===== config.mk =====
export PLATFORM = sky130hd
export DESIGN_NAME = delay_pipe_sched
export DESIGN_NICKNAME = d
export VERILOG_FILES = /design/src/rtl/delay_pipe_sched.sv
export SDC_FILE = /design/constraint.sdc
export NUM_CORES = 1
export LEC_CHECK = 0
export ABC_AREA = 1
export BUFFER_PORTS_ARGS = -buffer_cell sky130_fd_sc_hd__buf_2
export CAP_MARGIN = 0
export CORE_MARGIN = 2
export CORE_UTILIZATION = 60
export DETAILED_ROUTE_END_ITERATION = 8
export GPL_TIMING_DRIVEN = 0
export PLACE_DENSITY = 0.87
export SYNTH_ARGS = -nofsm -noshare
export SYNTH_HDL_FRONTEND = slang
export SYNTH_SLANG_ARGS = --single-unit
export TNS_END_PERCENT = 30

===== constraint.sdc =====
create_clock -name clk -period 3 [get_ports clk]
set_clock_uncertainty 0.15 [all_clocks]
set_input_delay 0.3 -clock clk [delete_from_list [all_inputs] [get_ports clk]]
set_output_delay 0.3 -clock clk [all_outputs]
set_load 0.01 [all_outputs]

===== src/rtl/delay_pipe_sched.sv =====
// delay_pipe_sched: round-robin scheduler sharing one fixed-latency valid-delay
// unit among N_REQ requesters, with per-requester completion routing,
// in-flight credit limiting and a sticky return-mismatch flag.
//
// Ports:
//   clk        clock, all logic on rising edge
//   rst        synchronous active-high reset
//   en         1 = new grants allowed, 0 = drain only
//   req        per-requester request level
//   gnt        one-hot grant, combinational, same cycle as accepted req
//   dly_vld_i  registered issue strobe to the delay unit
//   dly_vld_o  return strobe from the delay unit
//   done       one-hot registered completion pulse
//   inflight   issued-but-not-done count
//   idle       inflight==0 and dly_vld_i==0
//   err        sticky flag: tracking tail disagreed with dly_vld_o
module delay_pipe_sched #(
  parameter int unsigned N_REQ        = 4,
  parameter int unsigned DELAY        = 3,
  parameter int unsigned MAX_INFLIGHT = 4
) (
  input  logic                              clk,
  input  logic                              rst,
  input  logic                              en,
  input  logic [N_REQ-1:0]                  req,
  output logic [N_REQ-1:0]                  gnt,
  output logic                              dly_vld_i,
  input  logic                              dly_vld_o,
  output logic [N_REQ-1:0]                  done,
  output logic [$clog2(MAX_INFLIGHT+1)-1:0] inflight,
  output logic                              idle,
  output logic                              err
);

  localparam int unsigned ID_W  = $clog2(N_REQ);
  localparam int unsigned CNT_W = $clog2(MAX_INFLIGHT + 1);

  logic [ID_W-1:0]  ptr;
  logic [ID_W-1:0]  gnt_id;
  logic [ID_W-1:0]  idx;
  logic             gnt_any;
  logic [ID_W-1:0]  issue_id;
  logic             pipe_vld [DELAY];
  logic [ID_W-1:0]  pipe_id  [DELAY];
  logic             tail_vld;
  logic [ID_W-1:0]  tail_id;
  logic [N_REQ-1:0] done_nxt;
  logic [CNT_W-1:0] inflight_nxt;

  // Round-robin pick: first set request at or after ptr, wrapping around.
  always_comb begin
    gnt     = '0;
    gnt_id  = '0;
    gnt_any = 1'b0;
    idx     = '0;
    if (!rst && en && (inflight < CNT_W'(MAX_INFLIGHT)) && (|req)) begin
      for (int unsigned i = 0; i < N_REQ; i++) begin
        idx = ID_W'((32'(ptr) + i) % N_REQ);
        if (!gnt_any && req[idx]) begin
          gnt_any  = 1'b1;
          gnt[idx] = 1'b1;
          gnt_id   = idx;
        end
      end
    end
  end

  assign tail_vld = pipe_vld[DELAY-1];
  assign tail_id  = pipe_id[DELAY-1];

  // Completion decode comes from the tracking tail, not from dly_vld_o,
  // so the credit count can never drift even if the delay unit misbehaves.
  always_comb begin
    done_nxt = '0;
    for (int unsigned i = 0; i < N_REQ; i++) begin
      done_nxt[i] = tail_vld && (tail_id == ID_W'(i));
    end
  end

  // Credit counter: a grant and a done in the same cycle cancel.
  always_comb begin
    inflight_nxt = inflight;
    if (gnt_any && !(|done)) begin
      inflight_nxt = inflight + 1'b1;
    end else if (!gnt_any && (|done)) begin
      inflight_nxt = inflight - 1'b1;
    end
  end

  // Pointer, issue register, tracking pipe, completion and status registers.
  always_ff @(posedge clk) begin
    if (rst) begin
      ptr       <= '0;
      dly_vld_i <= 1'b0;
      issue_id  <= '0;
      for (int unsigned s = 0; s < DELAY; s++) begin
        pipe_vld[s] <= 1'b0;
        pipe_id[s]  <= '0;
      end
      done     <= '0;
      inflight <= '0;
      idle     <= 1'b1;
      err      <= 1'b0;
    end else begin
      if (gnt_any) begin
        ptr <= (32'(gnt_id) == N_REQ - 1) ? '0 : ID_W'(gnt_id + 1'b1);
      end
      dly_vld_i   <= gnt_any;
      issue_id    <= gnt_id;
      // Stage 0 captures the issue cycle, so the tail lines up with dly_vld_o.
      pipe_vld[0] <= dly_vld_i;
      pipe_id[0]  <= issue_id;
      for (int unsigned s = 1; s < DELAY; s++) begin
        pipe_vld[s] <= pipe_vld[s-1];
        pipe_id[s]  <= pipe_id[s-1];
      end
      done     <= done_nxt;
      inflight <= inflight_nxt;
      idle     <= (inflight_nxt == '0) && !gnt_any;
      err      <= err | (tail_vld != dly_vld_o);
    end
  end

endmodule


After elaboration in Yosys (flattened, before gate mapping)
Memory sizes are Yosys's and may differ from the RTL's. Index checks and enable logic that the tools add are counted. W data, S select, Z words.

RAM bits: 9. Output and inout port bits: 14. Logic and storage cells: 115. Memories: 2. Bits in registers: 14.

Reduce and logical (&&, ||, !) cells: 27. Bitwise logic cells: 10. Equal/unequal tests: 5. $lt $le $gt $ge: 9. Muxes and demuxes: 49. $add $sub $neg: 6.

Memory list: pipe_id (depth 3, bits a word 2, read ports 3, clocked after memory_dff 0, write ports 3, line 44) `logic [ID_W-1:0] pipe_id [DELAY];`; pipe_vld (depth 3, bits a word 1, read ports 3, clocked after memory_dff 0, write ports 3, line 43) `logic pipe_vld [DELAY];`.

Operator list (count): $mux W4 (8); $mux W1 (22); $mux W2 (9); $logic_and A1 B1 Y1 (17); $lt A2 B3 Y1 const B (4); $or A4 B4 Y4 (3); $bmux W1 S2 (4); $demux W1 S2 (4); $ge A2 B1 Y1 const B (4); $reduce_or A4 Y1 (2); $or A1 B1 Y1 (7); $eq A2 B2 Y1 const B (3); $logic_not A1 Y1 (6); $mux W3 (2); $add A2 B1 Y2 const B (2); $add A2 B2 Y2 const B (2); $add A3 B1 Y3 const B (1); $logic_not A3 Y1 (1); $lt A3 B3 Y1 const B (1); $sub A3 B1 Y3 const B (1); $eq A2 B1 Y1 const B (1); $logic_not A2 Y1 (1); $ne A1 B1 Y1 (1).

Longest topological paths before layout
Depth after elaboration: 23. Gate-level depth with buffers: 12.

Worst setup path after synthesis
No wires, ideal clock.

Kind: register to output. From: reg ptr[1]. To: out gnt[0]. Data required time: 2550 ps. Buffers on the path: 0. Stages on the path, launching flop included: 11. Arrival: 1724 ps. Path slack: 826 ps. Cells stage by stage: dfxtp_1 -> inv_1 -> ha_1 -> inv_1 -> nand3_1 -> nand2_1 -> nor2_1 -> a22oi_1 -> nand2_1 -> o21ai_0 -> inv_1.

Cells in the longest elaborated chain, start to end: 16. Elaborated cells on any way between the ends: 54. Those cells by class: add/sub: 3; order compare: 8; mux: 30; bitwise: 3; reduce/logical: 10.

Ends and longest elaborated chain: start: declaration (line 38) `logic [ID_W-1:0] ptr;`; start signal: assignment (line 106) `ptr <= (32'(gnt_id) == N_REQ - 1) ? '0 : ID_W'(gnt_id + 1'b1);`; branches (longest 14 deep; another with $lt A2 B3 Y1); $mux W4 * (line 59) `if (!gnt_any && req[idx]) begin`; $mux W4 * (line 56) `if (!rst && en && (inflight < CNT_W'(MAX_INFLIGHT)) && (|req)) begin`; end: declaration (line 26) `output logic [N_REQ-1:0] gnt,`.

Every way passes the cells marked *. The select of a mux whose other input is x is not followed.

Worst setup path in the final report
From: reg ptr[1]. To: out gnt[1].

The elaborated chain is that of the path after synthesis.

==> results.yml <==
pwr:
  p_per_area_mw_per_mm2: 451
  irDropWorstVdd_mv: 0.421
  p_leak_nw: 0.854
  p_total_mw: 0.719
clocking:
  ctsHoldBuffers: 0
  clock_latency_ps: 300
  clock_sinks: 23
  h-tree-depth: 1
  cts_buffer_depth: 2
  cts_tree: "yes"
  numCtsBuffers: 3
  clkTransAtPathRegs_ps: 120
  cts_root_buffer: "clkbuf_4"
sta:
  rsz0062_at_grt: "false"
  final_hold_viol_count: 0
  relSlewSlack: 0.722
  tns_ps: 0
  fin_crit_sh: 0.921
  period_needed_ps: 2760
  finalSetupViolations: 0
  slew_violations: 0
  worst_slew_pin_slew_ps: 417
  fmax_mhz: 362
  fin_ws_ps: 237
routing:
  viasPerCell: 5.14
  drt_first_pass_iters: 4
  postRouteAntennaNets: 0
  finalWirelength_um: 2870
  vias: 1320
  drc: 0
  first_iter_violations: 29
  post_drt_wl_per_cell_um: 11.2
die:
  die_width_um: 52.5
  num_rows: 17
  die_h_um: 52.5
  die_area_mm2: 0.00276
  num_io_pins: 22
  start_util: 0.639
  design.core.area_mm2: 0.00221
hold_path:
  worstHoldPathType: "input pin to flop"
  hold_path_depth: 2
  min_from: "rst"
  worstHoldEndpoint: "inflight[0]"
layout:
  final_util: 0.721
  fin_area_mm2: 0.00159
  antenna_cells: 0
  layout_common_cells: "nand2_1, inv_1, nor2_1, dfxtp_1, buf_2"
  flow.area_growth_from_synthesis_pct: 12.8
  final_common_cell: "nand2_1"
  nets: 248
  drive_gt1_frac: 0.227
worst_setup_path:
  critPathBufInv: 4
  r2r_start: "ptr[1]"
  cp.arrival_ps: 2310
  start_kind: "flop"
  path_depth: 11
  worst_setup_path_end_kind: "output port"
  r2r_cells: 11
  r2r_end: "ptr[1]"
  crit_type: "flop to output port"
  cp_top_family: "flip-flops"
  slowest_delay_ps: 480
  crit_required_ps: 2550
  slowest_stage: "dfxtp_2"
  path_cells: "clkinvlp_4, ha_1, inv_1, nand3_1, nand2_1, nor2_1, a22oi_1, nand2_1, o21ai_0, inv_1, buf_2"
  crit_fanout: 8
  rrSetupSlack_ps: 950
global_routing:
  grt_use_total: 0.231
  grt_antenna_before_repair: 0
  grt_pass1_vias: 1139
  overflow: 0
  grt_pass1_wl_um: 4730
  grt_max_degree: 14
synth:
  synthTopCellsByArea: "dfxtp_1, inv_1, nand2_1"
  ys_ff_latch: 23
  synth.avg_cell_area_um2: 6.96
  syn_nets: 221
  yosys.area.top_type: "dfxtp_1"
  synth_cell_types: 27
  syn_area_mm2: 0.00141
  yosys_warnings: 0
  syn_inst: 203
  synth-seq-area-share: 0.326
  synth_top_area_frac: 0.326
placement:
  io_buffers: 21
  dp_slack_ps: 355
  place_congestion: 0.843
  dpl-instance-area_mm2: 0.00155
  dp_hpwl_um: 2300
outcome:
  outcome: "finished clean"
flow_run:
  maxCapViolCount: 0
cell families after synthesis:
| kind of cell | share of synthesized area |
|---|---|
| AND/OR/NAND/NOR | 0.385 |
| XOR/XNOR | 0.00620 |
| adder cells (fa/ha/maj) | 0.0886 |
| buffers and inverters | 0.130 |
| flip-flops | 0.326 |
| AO/OA/AOI/OAI | 0.0638 |
worst max path at each step:
stage                  end  slack, ps  startpoint
finish              gnt[1]        240      ptr[1]
detailed placement  gnt[1]        350      ptr[1]
global route        gnt[1]         50      ptr[0]
global placement    gnt[1]        430      ptr[1]
floorplan           gnt[0]        830      ptr[1]
CTS                 gnt[1]        130      ptr[0]
sequential cells by signal (all words and copies together) (netlist names):
signal and cells:
pipe_id 6, done 4, err 1, dly_vld_i 1, issue_id 2, ptr 2
inflight 3, idle 1, pipe_vld 3
cell type report:
| cell class | count | area, um^2 |
|---|---|---|
| clock buffers | 3 | 22.5 |
| flip-flops and latches | 23 | 463 |
| inverters | 45 | 173 |
| clock inverters | 1 | 5.00 |
| plain buffers | 2 | 15.0 |
| repair buffers | 22 | 113 |
| multi-input cells | 133 | 768 |
| well taps | 28 | 35.0 |
| fillers | 209 | 618 |
cell usage after synthesis:
cell type	instances
xor2_1	1
buf_6	1
nand4_1	5
o31ai_1	1
nor2_2	1
o21ai_1	1
a21oi_1	3
nand3_4	1
clkbuf_1	1
nor2_8	1
inv_1	41
nor3_1	4
nand2_4	2
nand4_2	1
o211ai_1	1
nand3_1	18
a21boi_0	1
nand3_2	3
inv_2	4
dfxtp_1	23
nand2_2	8
nor2_4	1
a22oi_1	3
ha_1	10
nand2_1	41
nor2_1	21
o21ai_0	5
per-layer routing:
metal	GRT usage	share of wire	routed length (um)	vias up
met1	0.297	0.45	1300	597
met2	0.400	0.48	1380	36
met3	0.0514	0.062	178	2
met5	0	0	0	-
li1	-	-	-	685
met4	0.0385	0.0052	15	0
per-stage QoR:
step	hold slack [ps]	instances
after floorplan	219	203
final	61.9	257
after CTS	52.4	256
after global placement	240	252
after detailed placement	243	252
after global routing	62.2	257
power by group:
group,switching [mW],internal [mW]
registers,0.0151,0.321
logic,0.158,0.0862
clock network,0.0884,0.0497
total,0.261,0.457
what timing repair did:
action                     CTS  global route
buffers inserted             0             1
setup endpoints to repair    1             2
resized for setup            1             2
pin swaps                    0             0
worst reg2reg max path, stage by stage, from the launching register on:
cell	delay, ps
dfxtp_2	480
clkinvlp_4	140
ha_1	340
inv_1	120
nand3_1	90
nand2_1	140
nand4_2	170
nand3_2	100
nand2_2	70
nand2_1	70
nand2_1	50
nor2_1	80
(Power assumes the default switching activity.)
